===== src/rtl/bin2bcd_seq_pkg.sv =====
// Shared definitions for the sequential binary-to-BCD display converter:
// default geometry and the control state encoding.
package bin2bcd_seq_pkg;

    localparam int DEF_WIDTH  = 10;
    localparam int DEF_DIGITS = 4;

    typedef enum logic [1:0] {
        ST_IDLE  = 2'd0,
        ST_SHIFT = 2'd1,
        ST_DONE  = 2'd2
    } state_t;

endpackage


===== src/rtl/bin2bcd_seq_if.sv =====
// Request/result bundle of the converter: start + binary value in,
// busy/done status and packed BCD digits out.
interface bin2bcd_seq_if
    import bin2bcd_seq_pkg::*;
#(
    parameter int WIDTH  = DEF_WIDTH,
    parameter int DIGITS = DEF_DIGITS
);
    logic                  start;
    logic [WIDTH-1:0]      bin;
    logic                  busy;
    logic                  done;
    logic [DIGITS*4-1:0]   bcd;

    modport master (output start, output bin, input busy, input done, input bcd);
    modport slave  (input start, input bin, output busy, output done, output bcd);
endinterface


===== src/rtl/bin2bcd_seq_add3.sv =====
// Double-dabble digit correction: a digit of 5 or more gets +3 so the
// following left shift carries into the next decade.
module bcd_add3 (
    input  logic [3:0] din,
    output logic [3:0] dout
);
    assign dout = (din >= 4'd5) ? din + 4'd3 : din;
endmodule


===== src/rtl/bin2bcd_seq.sv =====
// Iterative shift-add-3 binary-to-BCD converter: one bit per clock, result
// held on bcd until the next conversion completes.
module bin2bcd_seq
    import bin2bcd_seq_pkg::*;
#(
    parameter int WIDTH  = DEF_WIDTH,
    parameter int DIGITS = DEF_DIGITS
)(
    input  logic                 iCLK,
    input  logic                 iRST,
    input  logic                 iSTART,
    input  logic [WIDTH-1:0]     iBIN,
    output logic                 oBUSY,
    output logic                 oDONE,
    output logic [DIGITS*4-1:0]  oBCD
);
    localparam int CNT_W = $clog2(WIDTH + 1);
    localparam int BCD_W = DIGITS * 4;

    // The digit field must hold the largest input value.
    generate
        if ((longint'(10) ** DIGITS) <= ((longint'(1) << WIDTH) - 1)) begin : g_range_check
            $error("bin2bcd_seq: DIGITS too small for WIDTH");
        end
    endgenerate

    bin2bcd_seq_if #(.WIDTH(WIDTH), .DIGITS(DIGITS)) bus ();

    assign bus.start = iSTART;
    assign bus.bin   = iBIN;
    assign oBUSY     = bus.busy;
    assign oDONE     = bus.done;
    assign oBCD      = bus.bcd;

    state_t                   state_reg;
    logic [BCD_W-1:0]         scratch_reg;
    logic [BCD_W-1:0]         bcd_reg;
    logic [WIDTH-1:0]         bin_reg;
    logic [CNT_W-1:0]         cnt_reg;
    logic                     busy_reg;
    logic                     done_reg;
    logic [BCD_W-1:0]         adj;
    logic [BCD_W+WIDTH-1:0]   shifted;

    generate
        for (genvar gi = 0; gi < DIGITS; gi++) begin : g_add3
            bcd_add3 u_add3 (
                .din  (scratch_reg[gi*4 +: 4]),
                .dout (adj[gi*4 +: 4])
            );
        end
    endgenerate

    assign shifted = {adj, bin_reg} << 1;

    assign bus.busy = busy_reg;
    assign bus.done = done_reg;
    assign bus.bcd  = bcd_reg;

    // Busy drops with the last shift; the following SHIFT cycle with a zero
    // counter only transfers the scratch into the output register.
    always_ff @(posedge iCLK) begin
        if (iRST) begin
            state_reg   <= ST_IDLE;
            scratch_reg <= '0;
            bcd_reg     <= '0;
            bin_reg     <= '0;
            cnt_reg     <= '0;
            busy_reg    <= 1'b0;
            done_reg    <= 1'b0;
        end else begin
            done_reg <= 1'b0;
            case (state_reg)
                ST_IDLE, ST_DONE: begin
                    if (bus.start) begin
                        bin_reg     <= bus.bin;
                        scratch_reg <= '0;
                        cnt_reg     <= CNT_W'(WIDTH);
                        busy_reg    <= 1'b1;
                        state_reg   <= ST_SHIFT;
                    end else begin
                        state_reg   <= ST_IDLE;
                    end
                end
                ST_SHIFT: begin
                    if (cnt_reg != '0) begin
                        {scratch_reg, bin_reg} <= shifted;
                        cnt_reg  <= cnt_reg - 1'b1;
                        busy_reg <= (cnt_reg > CNT_W'(1));
                    end else begin
                        bcd_reg   <= scratch_reg;
                        done_reg  <= 1'b1;
                        busy_reg  <= 1'b0;
                        state_reg <= ST_DONE;
                    end
                end
                default: begin
                    busy_reg  <= 1'b0;
                    state_reg <= ST_IDLE;
                end
            endcase
        end
    end
endmodule


===== config.mk =====
export PLATFORM = sky130hd
export DESIGN_NAME = bin2bcd_seq
export DESIGN_NICKNAME = d
export VERILOG_FILES = /design/src/rtl/bin2bcd_seq_pkg.sv /design/src/rtl/bin2bcd_seq_if.sv /design/src/rtl/bin2bcd_seq_add3.sv /design/src/rtl/bin2bcd_seq.sv
export SDC_FILE = /design/constraint.sdc
export NUM_CORES = 1
export LEC_CHECK = 0
export ABC_CLOCK_PERIOD_IN_PS = 2100
export BUFFER_PORTS_ARGS = -buffer_cell sky130_fd_sc_hd__buf_4
export CAP_MARGIN = 20
export CORE_MARGIN = 2
export CORE_UTILIZATION = 30
export DETAILED_ROUTE_END_ITERATION = 8
export HOLD_SLACK_MARGIN = 0.08
export PLACE_DENSITY = 0.57
export SKIP_LAST_GASP = 1
export SLEW_MARGIN = 20
export SYNTH_ARGS = -nofsm -noshare
export SYNTH_HDL_FRONTEND = slang
export SYNTH_HIERARCHICAL = 1
export SYNTH_SLANG_ARGS = --single-unit

===== constraint.sdc =====
create_clock -name iCLK -period 2.1 [get_ports iCLK]
set_input_delay 0.315 -clock iCLK [delete_from_list [all_inputs] [get_ports iCLK]]
set_output_delay 0.315 -clock iCLK [all_outputs]
set_load 0.05 [all_outputs]

* Yosys cells after proc, flatten, opt, wreduce, memory -nomap -nowiden
Index checks and enable logic that the tools add are counted.
** Operators by class
- Reductions and logical operators :: 7
- Equal/unequal tests :: 5
- Magnitude comparators :: 5
- Mux-type cells :: 20
- Bitwise gates (word level) :: 2
- Add/sub/neg operators :: 5
** Operators with widths (count)
- $mux W16 :: 2
- $pmux W16 S2 :: 1
- $mux W10 :: 2
- $mux W4 :: 5
- $pmux W10 S2 :: 1
- $ge A4 B3 Y1 const B :: 4
- $add A4 B2 Y4 const B :: 3
- $pmux W4 S2 :: 1
- $ne A2 B2 Y1 const B :: 3
- $gt A4 B1 Y1 const B :: 1
- $mux W1 :: 4
- $pmux W2 S2 :: 1
- $reduce_bool A4 Y1 :: 1
- $reduce_or A2 Y1 :: 2
- $sub A4 B1 Y4 const B :: 1
- $add A3 B2 Y3 const B :: 1
- $mux W3 :: 1
- $reduce_and A3 Y1 :: 1
- $eq A2 B1 Y1 const B :: 1
- $eq A2 B2 Y1 const B :: 1
- $logic_not A2 Y1 :: 1
- $mux W2 :: 1
- $not A1 Y1 :: 2
- $pmux W1 S2 :: 1
- other kinds (2) :: 2
** Word-level totals
- Bits in registers :: 50
- Output and inout port bits :: 18
- Bits of input ports :: 13
- Word-level logic and storage cells :: 51

* Logic depth before layout (Yosys ltp)
Gate-level depths: netlist of run 1.
- Depth after elaboration :: 4
- Mapped depth :: 8
- Depth with buffers taken out :: 7

* Modules after synthesis
Netlist of run 1, hierarchy kept.
** Modules (own cells, without submodules)
- bin2bcd_seq :: instances 1, area each 2120.8 um^2, cells an instance 236
- bcd_add3 :: instances 4, area each 101.3 um^2, cells an instance 16

* Worst setup path after synthesis of run 1
No wires, ideal clock.
- Path kind :: register -> register
- From :: register cnt_reg[1]
- To :: register bcd_reg[10], in the netlist oBCD[10]
- Stages on the path, launching flop included :: 9
- Data required time :: 1.968 ns
- Slack :: 0.420 ns
- Period minus slack after synthesis :: 1.680 ns
- Arrival :: 1.548 ns
- Path buffers :: 3
- Setup time :: 0.132 ns
- Cell sequence :: dfxtp_1 > inv_1 > ha_1 > buf_4 > or3b_4 > buf_6 > clkbuf_2 > o21ai_0 > a21oi_1
** On the way
- Word-level cells in the longest chain between the ends :: 3
** RTL lines
- start, declared :: RTL line bin2bcd_seq.sv:39 : logic [CNT_W-1:0] cnt_reg;
- start signal, assigned :: RTL line bin2bcd_seq.sv:78 : cnt_reg <= CNT_W'(WIDTH);
- start signal, assigned :: RTL line bin2bcd_seq.sv:88 : cnt_reg <= cnt_reg - 1'b1;
- $reduce_bool A4 Y1 :: RTL line bin2bcd_seq.sv:86 : if (cnt_reg != '0) begin
- $not A1 Y1 (no line)
- $reduce_and A2 Y1 (no line)
- end signal, assigned :: RTL line bin2bcd_seq.sv:91 : bcd_reg <= scratch_reg;
- end, declared :: RTL line bin2bcd_seq.sv:37 : logic [BCD_W-1:0] bcd_reg;
No other way between the ends.
A chain may end at the register's enable or synchronous reset.

* Worst setup path in the final report of run 1
- From :: register cnt_reg[0]
- To :: register bin_reg[9]
** On the way
- Word-level cells in the longest chain between the ends :: 3
** RTL lines
- $reduce_bool A4 Y1 :: RTL line bin2bcd_seq.sv:86
- $ne A2 B2 Y1 (no line)
- $reduce_and A3 Y1 (no line)
- end signal, assigned :: RTL line bin2bcd_seq.sv:76 : bin_reg <= bus.bin;
- end signal, assigned :: RTL line bin2bcd_seq.sv:87 : {scratch_reg, bin_reg} <= shifted;
- end, declared :: RTL line bin2bcd_seq.sv:38 : logic [WIDTH-1:0] bin_reg;
No other way between the ends.

==> results.json, run 1 <==
{
  "arrival_ns": 2.06,
  "hold_violations": 0,
  "worst_path_max_delay_cell": "dfxtp_1",
  "avgSynthCellArea_um2": 8.47,
  "io-pin-count": 31,
  "crit_fanout": 17,
  "port_buffers": 30,
  "crit_chain": "inv_1, ha_1, or3b_4, nand2_1, a221oi_1",
  "final_nets": 342,
  "grt_pass1_vias": 2038,
  "fin_skew_ns": 0.0104,
  "core_area_um2": 8180,
  "slew_headroom_pct": 63.7,
  "drt-pass1-iter-count": 4,
  "dr.first_iter.drc_count": 72,
  "place_congestion": 0.807,
  "preCtsSetupSlack_ns": 0.229,
  "start_util_pct": 30.7,
  "drtAntennaViolNets": 0,
  "clock_tree.root_cell": "clkbuf_8",
  "fin_crit_ns": 1.86,
  "cts_inserted_buffers": 5,
  "slew_viol_final": 0,
  "grt-ovfl-total": 0,
  "critPathMaxStageDelay_ns": 0.41,
  "grt_setup_unrepaired": "false",
  "hold_ws_ns": 0.255,
  "startpoint_type": "flip-flop",
  "synthCells": 296,
  "ys_warn_count": 6,
  "wl_um": 5850,
  "wire_per_inst_um": 13.8,
  "gr-usage-all-layers_pct": 13.6,
  "critPathCaptureType": "flip-flop",
  "final_cell_mix": "50 x dfxtp_1, 41 x buf_4, 38 x a21oi_1",
  "antenna_found_initial": 0,
  "timing.final.ws_setup_ns": 0.244,
  "regToRegSetupSlack_ns": 0.24,
  "multi_input_area_um2": 1350,
  "die-height_um": 95.4,
  "timing.final.crit_share_pct": 88.4,
  "worstPathRequired_ns": 2.30,
  "cts_sinks": 50,
  "areaGrowthSynthToFinish_pct": 17.3,
  "num_rows": 33,
  "critPathBufInv": 1,
  "postCtsHoldBufs": 0,
  "crit_type": "flip-flop to flip-flop",
  "fmax_mhz": 539,
  "syn_nets": 320,
  "status": "finished, final reports clean",
  "power_density_nw_per_um2": 705,
  "viasPerCell": 5.13,
  "h-tree-depth": 2,
  "syn_area_um2": 2510,
  "path_delay_family": "simple AND/OR/NAND/NOR gates",
  "drive_gt1_share_pct": 18.5,
  "final_common_cell": "dfxtp_1",
  "drc": 0,
  "seq_area_um2": 1000,
  "cts_tree": "yes",
  "chipWidth_um": 95.4,
  "clk_pin_slew_ns": 0.10,
  "fillCellCount": 870,
  "grt_pass1_wl_um": 9740,
  "min_path_type": "primary input to flip-flop",
  "dieArea_um2": 9100,
  "peakVddDrop_mv": 0.358,
  "cts_resized": 0,
  "fin_setup_tns_ns": 0,
  "clock_latency_ns": 0.31,
  "dp.final_hpwl_um": 3780,
  "finalSetupViolations": 0,
  "clk_path_buf_depth": 2,
  "num_vias": 2173,
  "diodes": 0,
  "grt_max_degree": 51,
  "tightest_slew_ns": 0.545,
  "post_cts_buffers": 0,
  "max_cap_violations": 0,
  "leakagePower_nw": 1.12
}
power by group:
group | total [W] | internal (W) | switching, W
combinational | 0.000370 | 0.000125 | 0.000245
clock | 0.000689 | 0.000356 | 0.000333
sequential | 0.00101 | 0.000984 | 0.0000274
total | 0.00207 | 0.00147 | 0.000606
final cells by class:
cell class / instances / area share (%)
Timing Repair Buffer: 41 / 10.5
Clock buffer: 6 / 2.47
Clock inverter: 2 / 1.28
Multi-Input combinational cell: 209 / 45.8
Inverter: 11 / 1.40
Sequential cell: 50 / 34.1
Tap cell: 105 / 4.47
through the flow:
stage / utilization, % / instance area (um2) / total power (W) / cells
3_5_place_dp: 34.6 / 2830 / 0.00141 / 416
4_1_cts: 36.0 / 2940 / 0.00210 / 424
6_report: 36.0 / 2940 / 0.00207 / 424
3_3_place_gp: 34.6 / 2830 / 0.00140 / 416
2_1_floorplan: - / 2510 / 0.00130 / 296
5_1_grt: 36.0 / 2940 / 0.00218 / 424
layer usage:
layer  vias up  share of wire (%)  track usage [%]
met5         -                  0                0
met4         0               0.36             2.86
met3         2                3.6             2.85
met2        34                 50             23.5
met1      1030                 47             17.4
li1       1107                  -                -
worst paths after layout:
| check | cells after the start | from | end |
|---|---|---|---|
| setup / recovery | 5 | cnt_reg[0]$_SDFFE_PP0P_ | bin_reg[9]$_SDFFE_PP0P_ |
| hold / removal | 3 | iBIN[0] | bin_reg[0]$_SDFFE_PP0P_ |
| setup reg to reg | 5 | cnt_reg[0]$_SDFFE_PP0P_ | bin_reg[9]$_SDFFE_PP0P_ |
| hold reg to reg | 2 | oBCD[7]$_SDFFE_PP0P_ | oBCD[7]$_SDFFE_PP0P_ |
worst reg2reg max path, stage by stage, from the launching register on:
cell,delay [ns]
dfxtp_1,0.41
inv_1,0.10
ha_1,0.23
or3b_4,0.36
nand2_1,0.30
a221oi_1,0.37
Note: power is estimated with default switching activity, not from simulation.
==> inputs of run 2 (changes only) <==
Settings changed: CORE_MARGIN 2 to 3.
==> results.json, run 2 (synthesized netlist as in run 1, its figures left out) <==
{
  "status": "finished, final reports clean",
  "postCtsHoldBufs": 0,
  "fmax_mhz": 538,
  "final_common_cell": "dfxtp_1",
  "path_delay_family": "simple AND/OR/NAND/NOR gates",
  "fin_crit_ns": 1.86,
  "power_frac_comb_pct": 17.3,
  "max_cap_violations": 0,
  "num_rows": 32,
  "slew_viol_final": 0,
  "startpoint_type": "flip-flop",
  "grt-ovfl-total": 0,
  "wl_um": 5910,
  "hold_violations": 0,
  "finalSetupViolations": 0,
  "chipWidth_um": 97.4,
  "cts_tree": "yes",
  "preCtsSetupSlack_ns": 0.251,
  "grt_setup_unrepaired": "false",
  "diodes": 0,
  "timing.final.ws_setup_ns": 0.241,
  "fin_setup_tns_ns": 0,
  "final_cell_mix": "50 x dfxtp_1, 43 x buf_4, 38 x a21oi_1",
  "clk_pin_slew_ns": 0.10,
  "place_congestion": 0.763,
  "fin_skew_ns": 0.00763,
  "slew_headroom_pct": 65.0,
  "critPathMaxStageDelay_ns": 0.42,
  "timing.final.crit_share_pct": 88.5,
  "grt_pass1_wl_um": 10300,
  "p_int_w": 0.00159,
  "io-pin-count": 31,
  "worst_path_max_delay_cell": "dfxtp_1",
  "arrival_ns": 2.07,
  "grt_max_degree": 51,
  "clock_tree.root_cell": "clkbuf_8",
  "multi_input_area_um2": 1350,
  "cts_inserted_buffers": 5,
  "dieArea_um2": 9490,
  "crit_chain": "inv_1, ha_1, or3b_4, nand2_1, a221oi_1",
  "clk_path_buf_depth": 2,
  "num_vias": 2166,
  "critPathCaptureType": "flip-flop",
  "crit_type": "flip-flop to flip-flop",
  "h-tree-depth": 2,
  "cts_resized": 0,
  "core_area_um2": 7930,
  "viasPerCell": 5.12,
  "start_util_pct": 31.6,
  "critPathBufInv": 1,
  "grt_pass1_vias": 2093,
  "wire_per_inst_um": 14.0,
  "drt-pass1-iter-count": 4,
  "port_buffers": 30,
  "power_density_nw_per_um2": 739,
  "tightest_slew_ns": 0.525,
  "drtAntennaViolNets": 0,
  "dr.first_iter.drc_count": 75,
  "fillCellCount": 848,
  "clock_latency_ns": 0.30,
  "final_nets": 344,
  "die-height_um": 97.4,
  "gr-usage-all-layers_pct": 12.9,
  "antenna_found_initial": 0,
  "seq_area_um2": 1000,
  "swShare_pct": 27.6,
  "drc": 0,
  "worstPathRequired_ns": 2.31,
  "peakVddDrop_mv": 0.435,
  "cts_sinks": 50,
  "dp.final_hpwl_um": 3880,
  "crit_fanout": 17,
  "drive_gt1_share_pct": 19.3,
  "leakagePower_nw": 1.15,
  "switchingPower_w": 0.000607,
  "post_cts_buffers": 0,
  "min_path_type": "primary input to flip-flop",
  "pwr-share-clk_pct": 36.7,
  "seqPwrFrac_pct": 46.0,
  "areaGrowthSynthToFinish_pct": 18.8
}
[run 2: changes by cell type in the layout (fill, tap and decap cells not counted), sizes merged]
cell and change:
buf +2, bufinv +1, clkbuf -1, clkinv +1, clkinvlp -1
[run 2: worst register-to-register path: cells and delay by family, from the launching register on]
kind / cells / cell delay (ns)
AND/OR/NAND/NOR: 2 / 0.66
AO/OA/AOI/OAI: 1 / 0.36
adder cells (fa/ha/maj): 1 / 0.23
buffers and inverters: 1 / 0.10
flip-flops: 1 / 0.42
[run 2: per-stage QoR]
stage                     utilization (%)  hold WS (ns)  instance area (um2)  total power (W)  std cells
after floorplan                         -         0.444                 2510          0.00130        296
after global placement               35.8         0.465                 2840          0.00141        415
after detailed placement             35.8         0.470                 2840          0.00142        415
after CTS                            37.6         0.258                 2980          0.00223        423
after global routing                 37.6         0.272                 2980          0.00231        423
final                                37.6         0.269                 2980          0.00220        423
[run 2: path summary, 6_finish.rpt]
check                           from                      end  slack (ns)  depth (start not counted)
max          cnt_reg[0]$_SDFFE_PP0P_  bin_reg[6]$_SDFFE_PP0P_        0.24                          5
min                          iBIN[0]  bin_reg[0]$_SDFFE_PP0P_        0.27                          3
max reg2reg  cnt_reg[0]$_SDFFE_PP0P_  bin_reg[6]$_SDFFE_PP0P_        0.24                          5
min reg2reg     oBCD[9]$_SDFFE_PP0P_     oBCD[9]$_SDFFE_PP0P_        0.48                          2
[run 2: layout make-up]
class | instances | area share (%)
clock inverter | 3 | 2.31
inverter | 11 | 1.39
timing repair buffer | 43 | 10.8
multi-input combinational | 209 | 45.3
tap | 102 | 4.29
clock buffer | 5 | 2.31
sequential | 50 | 33.6
[run 2: power groups by stage]
stage	clock network (W)	logic (W)	registers (W)
after floorplan	0	0.000259	0.00104
after global routing	0.000874	0.000422	0.00102
after detailed placement	0	0.000384	0.00103
final	0.000807	0.000381	0.00101
after global placement	0	0.000378	0.00103
after CTS	0.000833	0.000385	0.00101
[run 2: per-layer routing]
metal / wire length (um) / up-vias / GRT usage [%]
li1: - / 1113 / -
met1: 2770 / 1025 / 17.2
met2: 2940 / 28 / 21.4
met3: 191 / 0 / 2.23
met4: 0 / 0 / 3.51
met5: 0 / - / 0
